**config.mk**
```make
export PLATFORM = sky130hd
export DESIGN_NAME = inst_fetch
export DESIGN_NICKNAME = d
export VERILOG_FILES = /design/src/rtl/inst_fetch.sv
export SDC_FILE = /design/constraint.sdc
export NUM_CORES = 1
export LEC_CHECK = 0
export CAP_MARGIN = 15
export CORE_UTILIZATION = 56
export DETAILED_ROUTE_END_ITERATION = 8
export PLACE_DENSITY_LB_ADDON = 0.3
export SETUP_SLACK_MARGIN = 0.3
export SYNTH_ARGS = -nofsm -noshare
export SYNTH_HDL_FRONTEND = slang
export SYNTH_SLANG_ARGS = --single-unit
```
**constraint.sdc**
```tcl
create_clock -name i_clk -period 4.1 [get_ports i_clk]
set_clock_uncertainty 0.05 [all_clocks]
set_input_delay 0.41 -clock i_clk [delete_from_list [all_inputs] [get_ports i_clk]]
set_output_delay 0.41 -clock i_clk [all_outputs]
set_load 0.01 [all_outputs]
```
**src/rtl/inst_fetch.sv**
```systemverilog
// Instruction fetch unit: PC generation, credit-limited in-order memory reads,
// response FIFO with valid/ready output and redirect flush with stale-response drop.
module inst_fetch #(
    parameter int unsigned       ADDR_W   = 32,
    parameter int unsigned       DEPTH    = 4,
    parameter logic [ADDR_W-1:0] RESET_PC = '0
) (
    input  logic              i_clk,
    input  logic              i_rst_n,
    output logic              o_imem_req,
    output logic [ADDR_W-1:0] o_imem_addr,
    input  logic              i_imem_gnt,
    input  logic              i_imem_rvalid,
    input  logic [31:0]       i_imem_rdata,
    output logic              o_inst_valid,
    input  logic              i_inst_ready,
    output logic [31:0]       o_inst_data,
    output logic [ADDR_W-1:0] o_inst_pc,
    input  logic              i_redirect,
    input  logic [ADDR_W-1:0] i_redirect_pc
);

    localparam int unsigned     CNT_W    = $clog2(DEPTH + 1);
    localparam int unsigned     PTR_W    = $clog2(DEPTH);
    localparam logic [CNT_W-1:0] DEPTH_C = CNT_W'(DEPTH);
    localparam logic [PTR_W-1:0] LAST_PTR = PTR_W'(DEPTH - 1);
    localparam logic [31:0]     NOP      = 32'h0000_0013;
    localparam logic [0:0]      ST_BOOT  = 1'b0;
    localparam logic [0:0]      ST_RUN   = 1'b1;

    logic [0:0]        state_q, state_d;
    logic [ADDR_W-1:0] fetch_pc_q, fetch_pc_d;
    logic [ADDR_W-1:0] resp_pc_q, resp_pc_d;
    logic [CNT_W-1:0]  inflight_q, inflight_d;
    logic [CNT_W-1:0]  drop_cnt_q, drop_cnt_d;
    logic [CNT_W-1:0]  fifo_cnt_q, fifo_cnt_d;
    logic [PTR_W-1:0]  wr_ptr_q, wr_ptr_d;
    logic [PTR_W-1:0]  rd_ptr_q, rd_ptr_d;
    logic [31:0]       fifo_data_q [DEPTH];
    logic [ADDR_W-1:0] fifo_pc_q [DEPTH];

    logic              run, gnt_fire, rsp, drop, push, pop;
    logic [CNT_W:0]    credit;
    logic [ADDR_W-1:0] redirect_pc_al;

    assign run            = (state_q == ST_RUN);
    assign credit         = {1'b0, inflight_q} + {1'b0, fifo_cnt_q};
    assign redirect_pc_al = {i_redirect_pc[ADDR_W-1:2], 2'b00};

    assign o_imem_req   = run && (credit < {1'b0, DEPTH_C}) && !i_redirect;
    assign o_imem_addr  = fetch_pc_q;
    assign o_inst_valid = (fifo_cnt_q != '0) && !i_redirect;
    assign o_inst_data  = (fifo_cnt_q != '0) ? fifo_data_q[rd_ptr_q] : NOP;
    assign o_inst_pc    = (fifo_cnt_q != '0) ? fifo_pc_q[rd_ptr_q] : '0;

    assign gnt_fire = o_imem_req && i_imem_gnt;
    assign rsp      = run && i_imem_rvalid;
    assign drop     = rsp && (drop_cnt_q != '0);
    // A response arriving with a redirect belongs to the old stream and is dropped too.
    assign push     = rsp && !drop && !i_redirect;
    assign pop      = o_inst_valid && i_inst_ready;

    always_comb begin
        state_d    = ST_RUN;
        fetch_pc_d = fetch_pc_q;
        resp_pc_d  = resp_pc_q;
        inflight_d = inflight_q;
        drop_cnt_d = drop_cnt_q;
        fifo_cnt_d = fifo_cnt_q;
        wr_ptr_d   = wr_ptr_q;
        rd_ptr_d   = rd_ptr_q;

        if (gnt_fire) begin
            fetch_pc_d = fetch_pc_q + ADDR_W'(4);
            inflight_d = inflight_d + CNT_W'(1);
        end
        if (rsp) begin
            inflight_d = inflight_d - CNT_W'(1);
        end
        if (drop) begin
            drop_cnt_d = drop_cnt_q - CNT_W'(1);
        end
        if (push) begin
            wr_ptr_d  = (wr_ptr_q == LAST_PTR) ? '0 : wr_ptr_q + PTR_W'(1);
            resp_pc_d = resp_pc_q + ADDR_W'(4);
        end
        if (pop) begin
            rd_ptr_d = (rd_ptr_q == LAST_PTR) ? '0 : rd_ptr_q + PTR_W'(1);
        end
        if (push && !pop) begin
            fifo_cnt_d = fifo_cnt_q + CNT_W'(1);
        end else if (pop && !push) begin
            fifo_cnt_d = fifo_cnt_q - CNT_W'(1);
        end

        if (i_redirect) begin
            fetch_pc_d = redirect_pc_al;
            resp_pc_d  = redirect_pc_al;
            if (run) begin
                fifo_cnt_d = '0;
                wr_ptr_d   = '0;
                rd_ptr_d   = '0;
                drop_cnt_d = inflight_d;
            end
        end
    end

    always_ff @(posedge i_clk or negedge i_rst_n) begin
        if (!i_rst_n) begin
            state_q    <= ST_BOOT;
            fetch_pc_q <= RESET_PC;
            resp_pc_q  <= RESET_PC;
            inflight_q <= '0;
            drop_cnt_q <= '0;
            fifo_cnt_q <= '0;
            wr_ptr_q   <= '0;
            rd_ptr_q   <= '0;
        end else begin
            state_q    <= state_d;
            fetch_pc_q <= fetch_pc_d;
            resp_pc_q  <= resp_pc_d;
            inflight_q <= inflight_d;
            drop_cnt_q <= drop_cnt_d;
            fifo_cnt_q <= fifo_cnt_d;
            wr_ptr_q   <= wr_ptr_d;
            rd_ptr_q   <= rd_ptr_d;
        end
    end

    always_ff @(posedge i_clk) begin
        if (push) begin
            fifo_data_q[wr_ptr_q] <= i_imem_rdata;
            fifo_pc_q[wr_ptr_q]   <= resp_pc_q;
        end
    end

    // Credits cover every in-flight request, so a full FIFO can never receive a word.
    a_no_overflow: assert property (@(posedge i_clk) disable iff (!i_rst_n)
        push |-> (fifo_cnt_q != DEPTH_C));

endmodule

```
==> metrics <==
clk root buf=clkbuf_16; Slew HR=25.2%; CP top delay family=buffers and inverters; GRT overflow=0; Post CTS Setup Buffer Count=0; mapped cell area=0.0142 mm2; final setup violation count=0; Die Span X=roughly 160 um; final core utilization=70.3%; Worst-Margin Slew=1.12 ns; area added between synthesis and finish=21.7%; Longest Clk Path Bufs=3; post-synthesis sequential area ratio=between 60 and 70%; worst-skew pair later-pin latency=0.55 ns; Antenna Violating Nets Remaining=0; Final Critical Period=3.42 ns; Startpoint Class=register; Max Cap Violations=0; ranking of synthesized cells by area=edfxtp_1 52%, dfrtp_1 13%, mux4_2 9.8%; Crit. End Element=primary output; CP Data Arrival Time=2.96 ns; die area=0.0260 mm2; Post-DP HPWL=20600 um; Placer Congestion=roughly 0.93; number of global-route vias before repair=8964; Clock Pin Slew Worst Setup and Hold Paths=about 0.06 ns; leading area contributor after synthesis=edfxtp_1; Seq cells post-synth=between 300 and 400; DR pass1 iterations=5; top cell type's share of synthesized area=52.4%; ys async rst share=23.0%; Pwr Density=just under 600 mW/mm2; # DRC=0; Worst path slowest cell=clkdlybuf4s50_1; antenna violations before repair=0; worst hold slack=0.287 ns; setup_tns=0 ns; Initial Utilization=about 58%; RSZ-0062 raised after global routing=false; CP Buf/Inv Count=3; synth warn=0; EDFF count, synth=roughly 250; CTS H-Tree Depth=1; share of cells above drive strength 1=13.2%; IO Pins=168; # fillers=1647; core area=0.0246 mm2; syn avg cell area=14.9 um2; Hold WC Path Type=in2async; DR WL/cell=21.9 um; number of distinct library cells after synthesis=63; CP max stage delay=0.56 ns; total power=10.1 mW; via/cell ratio=roughly 6.3; Die Y=roughly 160 um; first-pass GRT wire length=50300 um; Layout Nets=between 1000 and 1500; leakage power=5.79 nW; CTS sink cnt=322; cell area after layout=0.0173 mm2; VDD IR max=380 uV; Tot GR Track Use=25.2%; Total Routed Length=32100 um; Hold Fails Final Rpt=0; row cnt=57; Critical Path RT=roughly 3.6 ns; CTS tree=built; DRT iter0 DRCs=772; top_reg_cell synth=edfxtp_1; Post-Synthesis Cells=955; pin count of the biggest net entering global routing=63; Period Utilization, post-route=83.3%; via count=9205; I/O Buffers=about 160; crit-path max FO=32; TritonCTS Buffers=31; kind of critical path=reg2out; Post-DP Area=0.0163 mm2; status=completed; Max Fclk=293 MHz; CP Cell Sequence=inv_1 > ha_1 > nand2b_2 > buf_4 > and2_1 > clkdlybuf4s50_1; Pins Over Slew Limit=0
## cells in the final DEF, fill, tap and decap left out, types with 8 or more instances in the layout
| cell type | n |
|---|---|
| a21oi_1 | 9 |
| a31oi_1 | 17 |
| and2_1 | 63 |
| and3_1 | 11 |
| and4_1 | 10 |
| buf_12 | 9 |
| buf_4 | 12 |
| clkbuf_16 | 31 |
| clkdlybuf4s50_1 | 159 |
| clkinv_1 | 8 |
| dfrtp_1 | 72 |
| edfxtp_1 | 248 |
| ha_1 | 16 |
| inv_1 | 19 |
| mux4_2 | 62 |
| nand2_1 | 56 |
| nand3_1 | 47 |
| nand4_1 | 33 |
| nor2_1 | 28 |
| nor3_1 | 11 |
| nor4_1 | 15 |
| o211ai_1 | 18 |
| o21ai_0 | 15 |
| o311ai_0 | 14 |
| o31ai_1 | 16 |
| or4_1 | 21 |
| xnor2_1 | 9 |
## worst paths after layout
path                                         start                         to  slack, ns  cells past startpoint
max                        fifo_cnt_q[1]$_DFF_PN0_              o_inst_pc[14]       0.68                      6
min                                        i_rst_n    inflight_q[0]$_DFF_PN0_       0.29                      2
max reg2reg                fifo_cnt_q[2]$_DFF_PN0_    drop_cnt_q[2]$_DFF_PN0_       1.05                      9
min reg2reg                  wr_ptr_q[1]$_DFF_PN0_      wr_ptr_q[1]$_DFF_PN0_       0.50                      2
max in group asynchronous                  i_rst_n  resp_pc_q[23]$_DFFE_PN0N_       2.59                      3
min in group i_clk                      i_redirect      rd_ptr_q[0]$_DFF_PN0_       0.37                      2
## sequential cells by signal, summed over array words and instances, names as in the netlist
signal and count:
drop_cnt_q 3, fifo_data_q 128, rd_ptr_q 2, o_imem_addr 30, fifo_pc_q 120, inflight_q 3, run 1, resp_pc_q 30
fifo_cnt_q 3, wr_ptr_q 2
## what timing repair did
item	CTS	global route
hold buffers	1	0
gates resized for setup	0	0
endpoints found under the hold margin	17	0
## cells by family after synthesis
logic type	Yosys count	share of synthesized area (%)
other	2	0.0528
buffers and inverters	78	2.34
AO/OA/AOI/OAI	116	5.87
adder cells (fa/ha/maj)	16	1.41
AND/OR/NAND/NOR	337	13.5
flip-flops	322	65.4
XOR/XNOR	14	0.960
multiplexers	70	10.4
## cells in the mapped netlist (all sizes together), types with 9 or more instances
cell type / instances
a21oi: 9
o21ai: 15
o211ai: 18
a31oi: 17
nand2: 57
o31ai: 16
nand3: 48
mux4: 62
xnor2: 9
inv: 19
edfxtp: 248
nand4: 33
and4: 10
or4: 22
clkbuf: 42
nor2: 28
nor4: 15
and3: 16
nor3: 12
ha: 16
dfrtp: 74
o311ai: 16
and2: 63
buf: 17
## worst reg2reg max path: cells and delay by family (launching register included)
| family | cells | cell delay (ns) |
|---|---|---|
| AO/OA/AOI/OAI | 1 | 0.13 |
| flip-flops | 1 | 0.45 |
| XOR/XNOR | 2 | 0.38 |
| adder cells (fa/ha/maj) | 2 | 0.55 |
| AND/OR/NAND/NOR | 3 | 1.01 |
| multiplexers | 1 | 0.33 |
## where the power goes
| part | leakage (nW) | switching [mW] | internal [mW] |
|---|---|---|---|
| registers | 3.11 | 0.333 | 3.70 |
| logic | 2.18 | 1.40 | 1.80 |
| clock network | 0.497 | 1.17 | 1.70 |
## per-layer routing
metal | track usage [%] | wire length [um] | share of wire, % | up-vias
met2 | 41.2 | 15500 | 48 | 480
met1 | 35.5 | 13200 | 41 | 4551
met4 | 6.43 | 661 | 2.1 | 0
met3 | 4.21 | 2730 | 8.5 | 54
li1 | - | - | - | 4120
met5 | 0 | 0 | 0 | -
## layout make-up
type                            instances  area [um2]  area share (%)
Multi-Input combinational cell        558        4600            26.6
Sequential cell                       322        9300            53.8
Clock buffer                           37         798            4.62
Clock inverter                         21         233            1.35
Antenna cell                            1        2.50          0.0145
Timing Repair Buffer                  183        1880            10.9
Tap cell                              324         405            2.34
Inverter                               19        71.3           0.412
## metrics by stage
| stage | std cells | setup WS (ns) |
|---|---|---|
| finish | 1465 | 0.683 |
| global route | 1464 | 0.474 |
| CTS | 1464 | 0.637 |
| detailed placement | 1405 | 0.959 |
| global placement | 1405 | 1.02 |
| floorplan | 958 | 0.460 |
No activity file was read; power rests on OpenSTA's default activity.
